## config.mk

```make
export PLATFORM = sky130hd
export DESIGN_NAME = status_flags_flat
export DESIGN_NICKNAME = d
export VERILOG_FILES = /design/src/rtl/status_flags_pkg.sv /design/src/rtl/status_flags_if.sv /design/src/rtl/status_flags_sync2.sv /design/src/rtl/status_flags.sv /design/src/flat_wrapper.sv
export SDC_FILE = /design/constraint.sdc
export NUM_CORES = 1
export LEC_CHECK = 0
export ABC_AREA = 1
export BUFFER_PORTS_ARGS = -buffer_cell sky130_fd_sc_hd__buf_2
export CORE_MARGIN = 4
export CORE_UTILIZATION = 32
export DETAILED_ROUTE_END_ITERATION = 16
export GPL_ROUTABILITY_DRIVEN = 0
export PLACE_DENSITY = 0.64
export REMOVE_ABC_BUFFERS = 1
export SYNTH_ARGS = -nofsm -noshare
export SYNTH_HDL_FRONTEND = slang
export SYNTH_SLANG_ARGS = --single-unit
```

## constraint.sdc

```tcl
create_clock -name clk -period 3.5 [get_ports clk]
set_clock_uncertainty 0.2 [all_clocks]
set_input_delay 0.525 -clock clk [delete_from_list [all_inputs] [get_ports clk]]
set_output_delay 0.525 -clock clk [all_outputs]
set_load 0.005 [all_outputs]
```

## src/rtl/status_flags_pkg.sv

```systemverilog
// Shared definitions for the 6502 processor status stage: P-op encodings,
// flag bit positions and the default post-reset P value.
package status_flags_pkg;

  localparam int P_OP_W = 3;

  typedef enum logic [P_OP_W-1:0] {
    P_HOLD      = 3'd0,
    P_ALU       = 3'd1,
    P_LOAD      = 3'd2,
    P_SET       = 3'd3,
    P_CLR       = 3'd4,
    P_BIT       = 3'd5,
    P_INT_ENTRY = 3'd6,
    P_HOLD7     = 3'd7
  } p_op_e;

  localparam int FLAG_C = 0;
  localparam int FLAG_Z = 1;
  localparam int FLAG_I = 2;
  localparam int FLAG_D = 3;
  localparam int FLAG_B = 4;
  localparam int FLAG_U = 5;
  localparam int FLAG_V = 6;
  localparam int FLAG_N = 7;

  localparam logic [7:0] RESET_P_DEFAULT = 8'h24;

  typedef struct packed {
    logic n;
    logic v;
    logic d;
    logic i;
    logic z;
    logic c;
  } flags_t;

  // Bit 5 is hard-wired to 1; bit 4 is only a stacking artefact (B), never stored.
  function automatic logic [7:0] pack_p(flags_t f, logic b);
    return {f.n, f.v, 1'b1, b, f.d, f.i, f.z, f.c};
  endfunction

endpackage

```

## src/rtl/status_flags_if.sv

```systemverilog
// Sequencer/ALU-facing bundle of the status stage: flag operations in,
// live/stacked P, branch decision and interrupt requests out.
interface status_flags_if;
  import status_flags_pkg::*;

  logic [P_OP_W-1:0] p_op;
  logic [7:0]        p_mask;
  logic              alu_c;
  logic              alu_z;
  logic              alu_v;
  logic              alu_n;
  logic [7:0]        db_in;
  logic              irq_n;
  logic              nmi_n;
  logic              int_ack;
  logic              push_brk;
  logic [2:0]        cc_sel;
  logic [7:0]        p_out;
  logic [7:0]        p_push;
  logic              carry_out;
  logic              dec_mode;
  logic              branch_taken;
  logic              irq_pending;
  logic              nmi_pending;

  modport master (
    output p_op, p_mask, alu_c, alu_z, alu_v, alu_n, db_in,
           irq_n, nmi_n, int_ack, push_brk, cc_sel,
    input  p_out, p_push, carry_out, dec_mode, branch_taken,
           irq_pending, nmi_pending
  );

  modport slave (
    input  p_op, p_mask, alu_c, alu_z, alu_v, alu_n, db_in,
           irq_n, nmi_n, int_ack, push_brk, cc_sel,
    output p_out, p_push, carry_out, dec_mode, branch_taken,
           irq_pending, nmi_pending
  );

endinterface

```

## src/rtl/status_flags_sync2.sv

```systemverilog
// Two-flop synchroniser for the active-low interrupt pins; resets to the
// inactive (high) level so no spurious request is seen leaving reset.
module sync2 (
  input  logic clk,
  input  logic rst_n,
  input  logic d_i,
  output logic q_o
);

  logic [1:0] stage_q;

  always_ff @(posedge clk or negedge rst_n) begin
    if (!rst_n) begin
      stage_q <= 2'b11;
    end else begin
      stage_q <= {stage_q[0], d_i};
    end
  end

  assign q_o = stage_q[1];

endmodule

```

## src/rtl/status_flags.sv

```systemverilog
// 6502 P register stage: flag updates from ALU/bus/SEx/CLx, branch
// condition evaluation and IRQ/NMI synchronisation for the sequencer.
module status_flags
  import status_flags_pkg::*;
#(
  parameter logic [7:0] RESET_P = RESET_P_DEFAULT,
  parameter bit         BCD_EN  = 1'b1
) (
  input logic          clk,
  input logic          rst_n,
  status_flags_if.slave bus
);

  localparam flags_t FLAGS_RST = '{
    n: RESET_P[FLAG_N],
    v: RESET_P[FLAG_V],
    d: RESET_P[FLAG_D] & BCD_EN,
    i: RESET_P[FLAG_I],
    z: RESET_P[FLAG_Z],
    c: RESET_P[FLAG_C]
  };

  p_op_e  op;
  flags_t flags_q, flags_d;
  logic   sel_flag;
  logic   irq_sync, nmi_sync;
  logic   i_dly_q, irq_pending_q;
  logic   nmi_prev_q, nmi_edge_q, nmi_latch_q;
  logic   unused_bits;

  assign op          = p_op_e'(bus.p_op);
  assign unused_bits = ^{bus.p_mask[FLAG_U:FLAG_B], bus.db_in[FLAG_U:FLAG_B]};

  always_comb begin
    flags_d = flags_q;
    case (op)
      P_ALU: begin
        if (bus.p_mask[FLAG_C]) flags_d.c = bus.alu_c;
        if (bus.p_mask[FLAG_Z]) flags_d.z = bus.alu_z;
        if (bus.p_mask[FLAG_V]) flags_d.v = bus.alu_v;
        if (bus.p_mask[FLAG_N]) flags_d.n = bus.alu_n;
      end
      P_LOAD: begin
        flags_d.c = bus.db_in[FLAG_C];
        flags_d.z = bus.db_in[FLAG_Z];
        flags_d.i = bus.db_in[FLAG_I];
        flags_d.d = bus.db_in[FLAG_D];
        flags_d.v = bus.db_in[FLAG_V];
        flags_d.n = bus.db_in[FLAG_N];
      end
      P_SET: begin
        flags_d.c = flags_q.c | bus.p_mask[FLAG_C];
        flags_d.z = flags_q.z | bus.p_mask[FLAG_Z];
        flags_d.i = flags_q.i | bus.p_mask[FLAG_I];
        flags_d.d = flags_q.d | bus.p_mask[FLAG_D];
        flags_d.v = flags_q.v | bus.p_mask[FLAG_V];
        flags_d.n = flags_q.n | bus.p_mask[FLAG_N];
      end
      P_CLR: begin
        flags_d.c = flags_q.c & ~bus.p_mask[FLAG_C];
        flags_d.z = flags_q.z & ~bus.p_mask[FLAG_Z];
        flags_d.i = flags_q.i & ~bus.p_mask[FLAG_I];
        flags_d.d = flags_q.d & ~bus.p_mask[FLAG_D];
        flags_d.v = flags_q.v & ~bus.p_mask[FLAG_V];
        flags_d.n = flags_q.n & ~bus.p_mask[FLAG_N];
      end
      // BIT: Z comes from the ALU's AND result, N/V straight from memory.
      P_BIT: begin
        flags_d.n = bus.db_in[FLAG_N];
        flags_d.v = bus.db_in[FLAG_V];
        flags_d.z = bus.alu_z;
      end
      P_INT_ENTRY: flags_d.i = 1'b1;
      default: ;
    endcase
    if (!BCD_EN) flags_d.d = 1'b0;
  end

  always_ff @(posedge clk or negedge rst_n) begin
    if (!rst_n) begin
      flags_q <= FLAGS_RST;
    end else begin
      flags_q <= flags_d;
    end
  end

  always_comb begin
    sel_flag = 1'b0;
    case (bus.cc_sel[2:1])
      2'b00:   sel_flag = flags_q.n;
      2'b01:   sel_flag = flags_q.v;
      2'b10:   sel_flag = flags_q.c;
      default: sel_flag = flags_q.z;
    endcase
  end

  assign bus.branch_taken = (sel_flag == bus.cc_sel[0]);
  assign bus.p_out        = pack_p(flags_q, 1'b1);
  assign bus.p_push       = pack_p(flags_q, bus.push_brk);
  assign bus.carry_out    = flags_q.c;
  assign bus.dec_mode     = BCD_EN ? flags_q.d : 1'b0;

  sync2 u_irq_sync (
    .clk   (clk),
    .rst_n (rst_n),
    .d_i   (bus.irq_n),
    .q_o   (irq_sync)
  );

  sync2 u_nmi_sync (
    .clk   (clk),
    .rst_n (rst_n),
    .d_i   (bus.nmi_n),
    .q_o   (nmi_sync)
  );

  // I is polled through a one-cycle delay so CLI/SEI/PLP act one cycle late;
  // an NMI edge arriving with a clearing ack keeps the latch set.
  always_ff @(posedge clk or negedge rst_n) begin
    if (!rst_n) begin
      i_dly_q       <= 1'b1;
      irq_pending_q <= 1'b0;
      nmi_prev_q    <= 1'b1;
      nmi_edge_q    <= 1'b0;
      nmi_latch_q   <= 1'b0;
    end else begin
      i_dly_q       <= flags_q.i;
      irq_pending_q <= ~irq_sync & ~i_dly_q;
      nmi_prev_q    <= nmi_sync;
      nmi_edge_q    <= nmi_prev_q & ~nmi_sync;
      if (nmi_edge_q) begin
        nmi_latch_q <= 1'b1;
      end else if (bus.int_ack && nmi_latch_q) begin
        nmi_latch_q <= 1'b0;
      end
    end
  end

  assign bus.irq_pending = irq_pending_q;
  assign bus.nmi_pending = nmi_latch_q;

endmodule

```

## src/flat_wrapper.sv

```systemverilog
// flat-port wrapper written by rule: the top's interface ports become plain ports
module status_flags_flat import status_flags_pkg::*;
#(
  parameter logic [7:0] RESET_P = RESET_P_DEFAULT,
  parameter bit         BCD_EN  = 1'b1
)
  (clk, rst_n, bus_p_op, bus_p_mask, bus_alu_c, bus_alu_z, bus_alu_v, bus_alu_n, bus_db_in, bus_irq_n, bus_nmi_n, bus_int_ack, bus_push_brk, bus_cc_sel, bus_p_out, bus_p_push, bus_carry_out, bus_dec_mode, bus_branch_taken, bus_irq_pending, bus_nmi_pending);
  status_flags_if bus_i ();
  input logic clk;
  input logic rst_n;
  input wire logic [$bits(bus_i.p_op)-1:0] bus_p_op;
  input wire logic [$bits(bus_i.p_mask)-1:0] bus_p_mask;
  input wire logic [$bits(bus_i.alu_c)-1:0] bus_alu_c;
  input wire logic [$bits(bus_i.alu_z)-1:0] bus_alu_z;
  input wire logic [$bits(bus_i.alu_v)-1:0] bus_alu_v;
  input wire logic [$bits(bus_i.alu_n)-1:0] bus_alu_n;
  input wire logic [$bits(bus_i.db_in)-1:0] bus_db_in;
  input wire logic [$bits(bus_i.irq_n)-1:0] bus_irq_n;
  input wire logic [$bits(bus_i.nmi_n)-1:0] bus_nmi_n;
  input wire logic [$bits(bus_i.int_ack)-1:0] bus_int_ack;
  input wire logic [$bits(bus_i.push_brk)-1:0] bus_push_brk;
  input wire logic [$bits(bus_i.cc_sel)-1:0] bus_cc_sel;
  output wire logic [$bits(bus_i.p_out)-1:0] bus_p_out;
  output wire logic [$bits(bus_i.p_push)-1:0] bus_p_push;
  output wire logic [$bits(bus_i.carry_out)-1:0] bus_carry_out;
  output wire logic [$bits(bus_i.dec_mode)-1:0] bus_dec_mode;
  output wire logic [$bits(bus_i.branch_taken)-1:0] bus_branch_taken;
  output wire logic [$bits(bus_i.irq_pending)-1:0] bus_irq_pending;
  output wire logic [$bits(bus_i.nmi_pending)-1:0] bus_nmi_pending;
  assign bus_i.p_op = bus_p_op;
  assign bus_i.p_mask = bus_p_mask;
  assign bus_i.alu_c = bus_alu_c;
  assign bus_i.alu_z = bus_alu_z;
  assign bus_i.alu_v = bus_alu_v;
  assign bus_i.alu_n = bus_alu_n;
  assign bus_i.db_in = bus_db_in;
  assign bus_i.irq_n = bus_irq_n;
  assign bus_i.nmi_n = bus_nmi_n;
  assign bus_i.int_ack = bus_int_ack;
  assign bus_i.push_brk = bus_push_brk;
  assign bus_i.cc_sel = bus_cc_sel;
  assign bus_p_out = bus_i.p_out;
  assign bus_p_push = bus_i.p_push;
  assign bus_carry_out = bus_i.carry_out;
  assign bus_dec_mode = bus_i.dec_mode;
  assign bus_branch_taken = bus_i.branch_taken;
  assign bus_irq_pending = bus_i.irq_pending;
  assign bus_nmi_pending = bus_i.nmi_pending;
  status_flags #(.RESET_P(RESET_P), .BCD_EN(BCD_EN)) u_core (.clk(clk), .rst_n(rst_n), .bus(bus_i));
endmodule
```

==> flow_summary_export.csv <==
group,metric,value,unit
floorplan,core-area,2829,um2
synthesis,ys.flop_type,"dfrtp_1",
clocking,cts_root_buf,"clkbuf_4",
pwr,p_leak,0.0006866,uW
synthesis,yosysMostFrequentCell,"nand2_1",
setup_path,crit_required,2.77,ns
setup_path,worstPathMaxFanout,6,
setup_path,cp-end-kind,"output port",
finish,multiInputGateArea,432.9,um2
grt,grt_util_all_layers,11.20,%
job,maxCapViolCount,0,
routing,ant_nets,0,
clocking,ctsResizeCount,0,
setup_path,arrival,1.33,ns
routing,drtPass1Iterations,4,
clocking,cts_sinks,15,
synthesis,netlist_instances,134,
setup_path,worst-path-stages,5,
clocking,postCtsSetupRepairBufs,0,
clocking,clock_path_buffers,2,
timing,finalHoldViolCount,0,
setup_path,critPathBufInv,2,
synthesis,syn_area,974.7,um2
finish,nFillCells,296,
timing,setup_viol,0,
finish,fin_area,1161,um2
finish,utilization,41.04,%
run_status,status,"finished clean",
routing,drc,0,
synthesis,synth-seq-area-share,39.41,%
finish,n_antenna_cell,0,
pwr,power-per-cell-area,377.9,nW/um2
grt,grt-ovfl-total,0,
floorplan,pin_count,53,
clocking,cts_buffers,3,
setup_path,crit_family,"flip-flops",
finish,syn2layout_area_growth,19.13,%
hold_path,min_path_cells,1,
routing,post_drt_wl_per_cell,10.88,um
grt,antenna_found_initial,0,
place,dp_hpwl,1779,um
timing,finalSetupTns,0,ns
synthesis,synthTopCellsByArea,"dfrtp_1 21%, nand2_1 19%, dfstp_2 19%",
routing,vias_per_cell,4.572,
setup_path,crit_type,"reg -> out",
setup_path,cp-start-kind,"flip-flop",
pwr,vdd_ir_drop_max,0.1246,mV
grt,grt_pass1_vias,837,
timing,fmax,485.5,MHz
synthesis,synth.largest_area_cell,"dfrtp_1",
grt,grt_pass1_wl,3657,um
clocking,htreeDepth,1,
finish,drive_gt1_share,36.47,%
synthesis,async_flop_share,100.0,%
clocking,postCtsHoldBufs,1,
floorplan,die_y,63.19,um
timing,fin_crit,2.060,ns
synthesis,yosys_warnings,0,
finish,seqCellArea,384.1,um2
setup_path,critPathSlowestCell,"dfrtp_1",
routing,routed_wl,2186,um
floorplan,initial_core_util,34.45,%
setup_path,crit_chain,"inv_1, o211ai_1, nand2_1, xor2_1, buf_2",
hold_path,hp-class,"in -> reg",
floorplan,die-area,3993,um2
routing,vias,919,
place,placed_cell_area,1124,um2
synthesis,synth_edf_count,0,
floorplan,rows,19,
routing,drt_iter0_markers,39,
timing,finalMaxSlewViolations,0,
synthesis,synth-seq-cells,15,
setup_path,r2r_cells,5,
setup_path,max_stage_delay,0.43,ns
timing,final.period_utilization,58.85,%
synthesis,syn_avg_cell_area,7.274,um2
clocking,cts_tree,"built",
finish,fin_nets,203,
place,portBuffers,43,
timing,rsz0062_at_grt,"no",
clocking,clk_latency,0.28,ns
synthesis,synth_common_cells,"50 x nand2_1, 14 x inv_1, 12 x buf_4, 11 x nor2_1, 10 x nand3_1",
synthesis,synth_cell_types,20,
clocking,clk_pin_slew_worst_paths,0.11,ns
synthesis,synth_top_area_share,20.54,%
timing,holdWs,0.1313,ns
floorplan,die_x,63.19,um
grt,grt_start_max_net_pins,16,
placed cells by master, fill, tap and decap left out:
| cell type | Yosys | routed |
|---|---|---|
| nor2_4 | 2 | 2 |
| nand3_1 | 10 | 10 |
| nand2_1 | 50 | 50 |
| xor2_1 | 1 | 1 |
| o21bai_1 | 2 | 2 |
| o22ai_1 | 1 | 1 |
| dfstp_2 | 7 | 7 |
| dfrtp_1 | 8 | 8 |
| clkbuf_4 | 0 | 3 |
| o21ai_0 | 1 | 1 |
| nand3_2 | 2 | 2 |
| nand4_1 | 2 | 2 |
| buf_2 | 0 | 43 |
| inv_1 | 14 | 14 |
| o21ai_1 | 1 | 1 |
| dlygate4sd3_1 | 0 | 1 |
| or2_2 | 3 | 3 |
| clkinv_2 | 0 | 1 |
| nand2_2 | 1 | 1 |
| nor2_1 | 11 | 11 |
| conb_1 | 1 | 3 |
| o211ai_1 | 3 | 3 |
per-layer routing:
layer | track usage [%] | vias to the layer above | wire length (um)
met1 | 14.35 | 404 | 967
met5 | 0 | - | 0
met4 | 4.043 | 0 | 0
met2 | 18.45 | 36 | 1051
met3 | 2.487 | 0 | 167
li1 | - | 479 | -
cell families after synthesis:
logic type,share of synthesized area (%)
AOI/OAI and AO/OA,5.519
xor gates and xnor gates,0.8988
buffers and inverters,16.94
DFF,39.41
other,0.3847
and+or+nand+nor,36.84
sequential cells by signal (all words and copies together) (netlist names):
name	count
u_core.bus.nmi_pending	1
u_core.bus.dec_mode	1
u_core.u_nmi_sync.stage_q	2
u_core.nmi_edge_q	1
u_core.bus.carry_out	1
u_core.u_irq_sync.stage_q	2
u_core.i_dly_q	1
u_core.nmi_prev_q	1
u_core.bus.p_out	4
u_core.bus.irq_pending	1
final timing paths:
| check | end | from | slack, ns |
|---|---|---|---|
| worst min register to register | u_core.u_irq_sync.stage_q[1]$_DFF_PN1_ | u_core.u_irq_sync.stage_q[0]$_DFF_PN1_ | 0.16 |
| max in group asynchronous | u_core.u_nmi_sync.stage_q[0]$_DFF_PN1_ | rst_n | 2.33 |
| worst max register to register | u_core.bus.p_out[1]$_DFFE_PN0P_ | u_core.bus.p_out[1]$_DFFE_PN0P_ | 2.14 |
| worst max-delay path | bus_branch_taken | u_core.bus.carry_out$_DFFE_PN0P_ | 1.44 |
| min in group asynchronous | u_core.bus.nmi_pending$_DFFE_PN0P_ | rst_n | 0.45 |
| worst min-delay path | u_core.u_irq_sync.stage_q[0]$_DFF_PN1_ | bus_irq_n | 0.13 |
through the flow:
stage | setup WS (ns) | std cells | total power [uW]
2_1_floorplan | 1.871 | 122 | 273.1
4_1_cts | 1.427 | 201 | 445.0
6_report | 1.440 | 201 | 438.8
3_5_place_dp | 1.593 | 196 | 338.8
5_1_grt | 1.338 | 201 | 472.3
3_3_place_gp | 1.633 | 196 | 335.4
report_power, final:
part	total (uW)	internal, uW	switching [uW]
combinational	121	56.9	64.0
clock	104	42.5	61.8
sequential	214	197	16.2
area by class of cell:
cell class | instances | share of cell area (%)
clock inverter | 1 | 0.4310
sequential | 15 | 33.08
inverter | 14 | 4.526
tap | 31 | 3.341
clock buffer | 3 | 1.940
multi-input combinational | 93 | 37.28
timing repair buffer | 44 | 19.40
Note: power is estimated with default switching activity, not from simulation.
